### src/rtl/egress_tx_pkt_buf.sv
// Store-and-forward egress packet buffer between a port's read channel and its MAC TX,
// with a forced inter-packet gap. Optional counters are enabled by `TX_STATS_EN.
`ifndef DATA_WIDTH
`define DATA_WIDTH 32
`endif

module egress_tx_pkt_buf #(
  parameter int DW         = `DATA_WIDTH,
  parameter int DEPTH      = 64,
  parameter int IPG_CYCLES = 3
) (
  input  logic          iClk,
  input  logic          iRst_n,
  input  logic          iRdSop,
  input  logic          iRdEop,
  input  logic          iRdVld,
  input  logic [DW-1:0] iRdData,
  input  logic          iRdLast,
  output logic          oRdRdy,
  output logic          oTxSop,
  output logic          oTxEop,
  output logic          oTxVld,
  output logic [DW-1:0] oTxData,
  input  logic          iTxRdy,
  output logic [31:0]   oTxPktCnt,
  output logic [15:0]   oErrCnt
);

  localparam int AW = $clog2(DEPTH);
  localparam int PW = AW + 1;
  localparam int CW = $clog2(DEPTH + 1);
  localparam int EW = DW + 2;
  localparam logic [3:0] GAP_LOAD = 4'((IPG_CYCLES > 1) ? IPG_CYCLES - 2 : 0);

  typedef enum logic [1:0] {S_IDLE, S_SEND, S_GAP} state_t;

  state_t        state_q, state_d;
  logic [EW-1:0] mem_q [DEPTH];
  logic [PW-1:0] wr_ptr_q, wr_ptr_d, rd_ptr_q, rd_ptr_d;
  logic [CW-1:0] pkt_cnt_q, pkt_cnt_d;
  logic [3:0]    gap_cnt_q, gap_cnt_d;
  logic          rdy_q, rdy_d;
  logic          in_pkt_q, in_pkt_d;
  logic          tx_vld_q, tx_vld_d;
  logic          tx_sop_q, tx_sop_d;
  logic          tx_eop_q, tx_eop_d;
  logic [DW-1:0] tx_data_q, tx_data_d;

  logic          full, empty, wr_en, rd_en, eop_wr, eop_tx, start, wr_sop;
  logic [EW-1:0] head;

  assign empty  = (wr_ptr_q == rd_ptr_q);
  assign full   = (wr_ptr_q[AW] != rd_ptr_q[AW]) && (wr_ptr_q[AW-1:0] == rd_ptr_q[AW-1:0]);
  assign wr_en  = iRdVld & rdy_q;
  assign eop_wr = wr_en & iRdEop;
  assign eop_tx = tx_vld_q & tx_eop_q & iTxRdy;
  assign head   = mem_q[rd_ptr_q[AW-1:0]];
  // Stored Sop simply reflects packet state: this both drops a duplicate Sop and forces a missing one.
  assign wr_sop = ~in_pkt_q;
  // An Eop arriving this cycle lets the head go out one cycle earlier; full with no
  // complete packet means an oversize packet that must go cut-through.
  assign start  = ~empty & ((pkt_cnt_q != '0) | eop_wr | full);

  always_ff @(posedge iClk) begin
    if (wr_en) mem_q[wr_ptr_q[AW-1:0]] <= {wr_sop, iRdEop, iRdData};
  end

  always_comb begin
    wr_ptr_d  = wr_ptr_q + PW'(wr_en);
    rd_ptr_d  = rd_ptr_q + PW'(rd_en);
    rdy_d     = ~((wr_ptr_d[AW] != rd_ptr_d[AW]) && (wr_ptr_d[AW-1:0] == rd_ptr_d[AW-1:0]));
    in_pkt_d  = wr_en ? ~iRdEop : in_pkt_q;
    pkt_cnt_d = pkt_cnt_q + CW'(eop_wr) - CW'(eop_tx);
  end

  always_ff @(posedge iClk or negedge iRst_n) begin
    if (!iRst_n) begin
      state_q   <= S_IDLE;
      wr_ptr_q  <= '0;
      rd_ptr_q  <= '0;
      pkt_cnt_q <= '0;
      gap_cnt_q <= '0;
      rdy_q     <= 1'b0;
      in_pkt_q  <= 1'b0;
      tx_vld_q  <= 1'b0;
      tx_sop_q  <= 1'b0;
      tx_eop_q  <= 1'b0;
      tx_data_q <= '0;
    end else begin
      state_q   <= state_d;
      wr_ptr_q  <= wr_ptr_d;
      rd_ptr_q  <= rd_ptr_d;
      pkt_cnt_q <= pkt_cnt_d;
      gap_cnt_q <= gap_cnt_d;
      rdy_q     <= rdy_d;
      in_pkt_q  <= in_pkt_d;
      tx_vld_q  <= tx_vld_d;
      tx_sop_q  <= tx_sop_d;
      tx_eop_q  <= tx_eop_d;
      tx_data_q <= tx_data_d;
    end
  end

  // The last gap cycle is spent in IDLE, which already launches the next packet.
  always_comb begin
    state_d   = state_q;
    gap_cnt_d = gap_cnt_q;
    case (state_q)
      S_IDLE: if (start) state_d = S_SEND;
      S_SEND: begin
        if (eop_tx) begin
          if (IPG_CYCLES > 1) begin
            state_d   = S_GAP;
            gap_cnt_d = GAP_LOAD;
          end else begin
            state_d = S_IDLE;
          end
        end
      end
      S_GAP: begin
        if (gap_cnt_q == '0) state_d = S_IDLE;
        else gap_cnt_d = gap_cnt_q - 4'd1;
      end
      default: state_d = S_IDLE;
    endcase
  end

  always_comb begin
    case (state_q)
      S_IDLE:  rd_en = start;
      S_SEND:  rd_en = ~empty & (~tx_vld_q | (iTxRdy & ~tx_eop_q));
      default: rd_en = 1'b0;
    endcase
    tx_vld_d  = tx_vld_q;
    tx_sop_d  = tx_sop_q;
    tx_eop_d  = tx_eop_q;
    tx_data_d = tx_data_q;
    if (tx_vld_q & iTxRdy) begin
      tx_vld_d = 1'b0;
      tx_sop_d = 1'b0;
      tx_eop_d = 1'b0;
    end
    if (rd_en) begin
      tx_vld_d = 1'b1;
      {tx_sop_d, tx_eop_d, tx_data_d} = head;
    end
  end

  assign oRdRdy  = rdy_q;
  assign oTxVld  = tx_vld_q;
  assign oTxSop  = tx_sop_q;
  assign oTxEop  = tx_eop_q;
  assign oTxData = tx_data_q;

`ifdef TX_STATS_EN
  logic [31:0] tx_pkt_cnt_q, tx_pkt_cnt_d;
  logic [15:0] err_cnt_q, err_cnt_d;
  logic [1:0]  err_num;

  function automatic logic [15:0] sat_add16(input logic [15:0] a, input logic [1:0] n);
    logic [16:0] s;
    s = {1'b0, a} + 17'(n);
    return s[16] ? 16'hFFFF : s[15:0];
  endfunction

  always_comb begin
    err_num = 2'(wr_en & in_pkt_q & iRdSop) + 2'(wr_en & ~in_pkt_q & ~iRdSop)
            + 2'(wr_en & iRdLast & ~iRdEop);
    tx_pkt_cnt_d = tx_pkt_cnt_q + 32'(eop_tx);
    err_cnt_d    = sat_add16(err_cnt_q, err_num);
  end

  always_ff @(posedge iClk or negedge iRst_n) begin
    if (!iRst_n) begin
      tx_pkt_cnt_q <= '0;
      err_cnt_q    <= '0;
    end else begin
      tx_pkt_cnt_q <= tx_pkt_cnt_d;
      err_cnt_q    <= err_cnt_d;
    end
  end

  assign oTxPktCnt = tx_pkt_cnt_q;
  assign oErrCnt   = err_cnt_q;
`else
  logic unused_framing;
  assign unused_framing = iRdSop ^ iRdLast;
  assign oTxPktCnt      = '0;
  assign oErrCnt        = '0;
`endif

endmodule

### config.mk
export PLATFORM = sky130hd
export DESIGN_NAME = egress_tx_pkt_buf
export DESIGN_NICKNAME = d
export VERILOG_FILES = /design/src/rtl/egress_tx_pkt_buf.sv
export SDC_FILE = /design/constraint.sdc
export NUM_CORES = 2
export LEC_CHECK = 0
export BUFFER_PORTS_ARGS = -buffer_cell sky130_fd_sc_hd__buf_4
export CAP_MARGIN = 10
export CORE_MARGIN = 5
export CORE_UTILIZATION = 50
export DETAILED_ROUTE_END_ITERATION = 8
export GPL_ROUTABILITY_DRIVEN = 0
export PLACE_DENSITY = 0.66
export SYNTH_ARGS = -nofsm -noshare
export SYNTH_HDL_FRONTEND = slang
export SYNTH_SLANG_ARGS = --single-unit
### constraint.sdc
create_clock -name iClk -period 4.75 [get_ports iClk]
set_clock_uncertainty 0.05 [all_clocks]
set_input_delay 0.95 -clock iClk [delete_from_list [all_inputs] [get_ports iClk]]
set_output_delay 0.95 -clock iClk [all_outputs]
set_load 0.05 [all_outputs]
==> run summary <==
Outcome
- **status** finished clean

Timing
- **hold violation count in the final report** 0
- **worst hold margin** 148 ps
- **RSZ-0062 raised after global routing** no
- **pins over their slew limit** 0
- **Final TNS setup** 0 ps
- **final worst path period need** 3700 ps
- **final setup violation count** 0
- **minimum setup slack in the final design** 1050 ps
- **ratio of final minimum period to clock period** 0.778
- **worst-margin pin slew** 985 ps
- **worst slew margin relative to its limit** 0.326
- **achievable clock frequency** 271 MHz

Clock network
- **Clock Tree Root** clkbuf_16
- **setup bufs post-CTS** 0
- **cts-stage hold buffer count** 0
- **CTS Buf Count** 214
- **clock-pin transition on the worst setup and hold timing paths** 60 ps
- **CTS tree** built
- **maximum buffer depth of the clock tree** 3
- **Num Clock Sinks** 2,240
- **H-Tree Level Count** 4
- **worst-skew pair later-pin latency** 850 ps
- **Resize count post-CTS** 0

Placement
- **count of input and output buffers** 72
- **hpwl dp** 131,000 um
- **DP Worst Slack** 1060 ps

Critical path
- **critical path launch point type** register
- **number of cells on the worst reg-to-reg path** 10
- **critical path class** reg2reg
- **critical path's slowest cell** dfrtp_4
- **destination of the worst register-to-register timing path** oTxData[15]
- **timing startpoint of the critical path** rd_ptr_q[0]
- **highest net fanout along the worst path** 33
- **required time of the critical path** 5430 ps
- **startpoint of the worst register-to-register path** rd_ptr_q[0]
- **worst-case register-to-register setup slack** 1050 ps
- **delay of the slowest critical-path stage** 750 ps
- **cell mode on critical path** buf_4
- **data arrival time of the critical path** 4380 ps
- **type of destination of the critical path** register
- **Critical Path, Cell by Cell** buf_4 > buf_12 > buf_4 > mux2i_1 > o22ai_1 > nor4_1 > buf_4 > nand4_1 > nand3_1 > nand2_1

Global route
- **global-route wire length before repair** 324,000 um
- **overflow left after global routing** 0
- **initial antenna violation count** 3
- **maximum number of pins on one net before global-route repair** 105
- **peak-usage layer in the global routing report** met2
- **M1 GR Usage** 0.344
- **Tot GR Track Use** 0.251
- **number of global-route vias before repair** 43,800
- **global-route met3 utilization** 0.0476
- **met2 usage** 0.401

Synthesis
- **instance count of the mapped netlist** 4,335
- **largest area contributor in the synthesized netlist** edfxtp_1
- **most area-consuming cells after synthesis** edfxtp_1, mux4_2, mux2i_1
- **count of synthesis-stage warnings from yosys** 0
- **portion of the post-synthesis area used by sequential elements** 0.769
- **predominant post-synthesis flop cell** edfxtp_1
- **number of enable-type register cells in the synthesized netlist** 2,176
- **distinct cell type count after synthesis** 69
- **Avg Cell Area, Syn** 20.1 um2
- **post-synthesis async set-or-reset flop share** 0.0286
- **Yosys top cell area share** 0.751
- **total standard cell area after synthesis** 87,000 um2
- **Synth Register Bits** 2,240

Routing
- **Via density** 6.26
- **DRC viols** 0
- **Pre-antenna DRT Iters** 6
- **First DRT Iteration DRCs** 5,542
- **average detailed-routed wire length per instance** 32.2 um
- **overall via count from detail_route** 44,300
- **Routed Antenna Nets** 0
- **routed wire length** 228,000 um

Power and ir drop
- **leakage** 32.1 nW
- **ratio of total power to cell area** 585 nW/um2
- **Peak VDD IR** 575 uV

Finish
- **count of nets after finishing** 4,620
- **most frequent cells in the layout** edfxtp_1, mux2i_1, mux4_2, clkbuf_16, buf_4
- **leading cell type in the layout, fill and taps excluded** edfxtp_1
- **final core area utilization** 0.567
- **relative area change from synthesis to final layout** 12.9%
- **layout cell share with drive strength beyond 1** 0.209

Floorplanning
- **I/O pin total** 123
- **Die H** 427 um
- **number of rows created at floorplan** 153
- **Horiz. Die Dim** 427 um
- **area enclosed by the die boundary** 183,000 um2
- **CORE AREA** 173,000 um2
- **starting density of the core** 0.502

Hold path
- **path category of the worst min-delay check** in2async

Run
- **count of max-cap constraint violations** 0

routing by layer:
| metal | vias up | wire length [um] |
|---|---|---|
| li1 | 18300 | - |
| met1 | 23400 | 88500 |
| met2 | 2212 | 110000 |
| met3 | 406 | 20300 |
| met4 | 0 | 9790 |
| met5 | - | 0 |
cell usage after synthesis (all sizes together), types with 20 or more instances:
master,n
nor2,108
nand2,92
a31oi,24
o22ai,85
inv,23
mux4,313
a21oi,47
xnor2,20
a22oi,175
edfxtp,2176
mux2i,485
clkbuf,83
nor2b,27
o21ai,26
mux2,21
buf,207
nor4,20
nand3,93
dfrtp,64
nand4,24
registers in the layout, summed over array words and instances, names as in the netlist:
signal and cells:
oTxData 32, oTxSop 1, rd_ptr_q 7, pkt_cnt_q 7, oTxVld 1, gap_cnt_q 4
wr_ptr_q 7, mem_q 2176, oRdRdy 1, state_q 2, oTxEop 1, in_pkt_q 1
power by group:
part           leakage, nW  internal (mW)  switching [mW]
combinational         8.35           6.58            10.8
sequential            20.3           22.7           0.663
clock                 3.41           9.52            7.29
total                 32.1           38.8            18.7
logic make-up (layout without fill, tap and decap cells):
family / Yosys count / count (layout) / share of synthesized area
AND/OR/NAND/NOR: 434 / 434 / 0.0246
buffers and inverters: 314 / 688 / 0.0221
flip-flops: 2240 / 2240 / 0.769
XOR/XNOR: 31 / 31 / 0.00312
multiplexers: 819 / 819 / 0.139
adder cells (fa/ha/maj): 16 / 16 / 0.00239
AO/OA/AOI/OAI: 480 / 480 / 0.0392
other: 1 / 49 / 0.0000431
per-stage QoR:
stage | instance area, um2 | power (mW) | cells
4_1_cts | 98300 | 57.8 | 7081
5_1_grt | 98300 | 59.5 | 7081
6_report | 98300 | 57.5 | 7082
2_1_floorplan | 87200 | 35.1 | 4382
3_3_place_gp | 91300 | 40.9 | 6674
3_5_place_dp | 91300 | 41.1 | 6674
worst max path at each step:
stage,cells after the start,to
2_1_floorplan,4,mem_q[48][0]
3_3_place_gp,10,oTxData[15]
3_5_place_dp,10,oTxData[15]
4_1_cts,10,oTxData[15]
5_1_grt,10,oTxData[15]
6_report,10,oTxData[15]
cell type report:
cell class,count,area [um2]
fill,12900,75200
tap,2325,2910
timing repair buffer,257,2450
multi-input combinational,1828,18900
clock inverter,135,1240
clock buffer,272,5730
sequential,2240,67000
inverter,24,90.1
antenna,1,2.50
critical path, delay by kind of cell, from the launching register on:
family | cells | cell delay, ps
buffers and inverters | 4 | 1310
muxes | 1 | 250
AOI/OAI and AO/OA | 1 | 160
DFF | 1 | 750
and+or+nand+nor | 4 | 1020
Power figures use the tool's default switching activity.
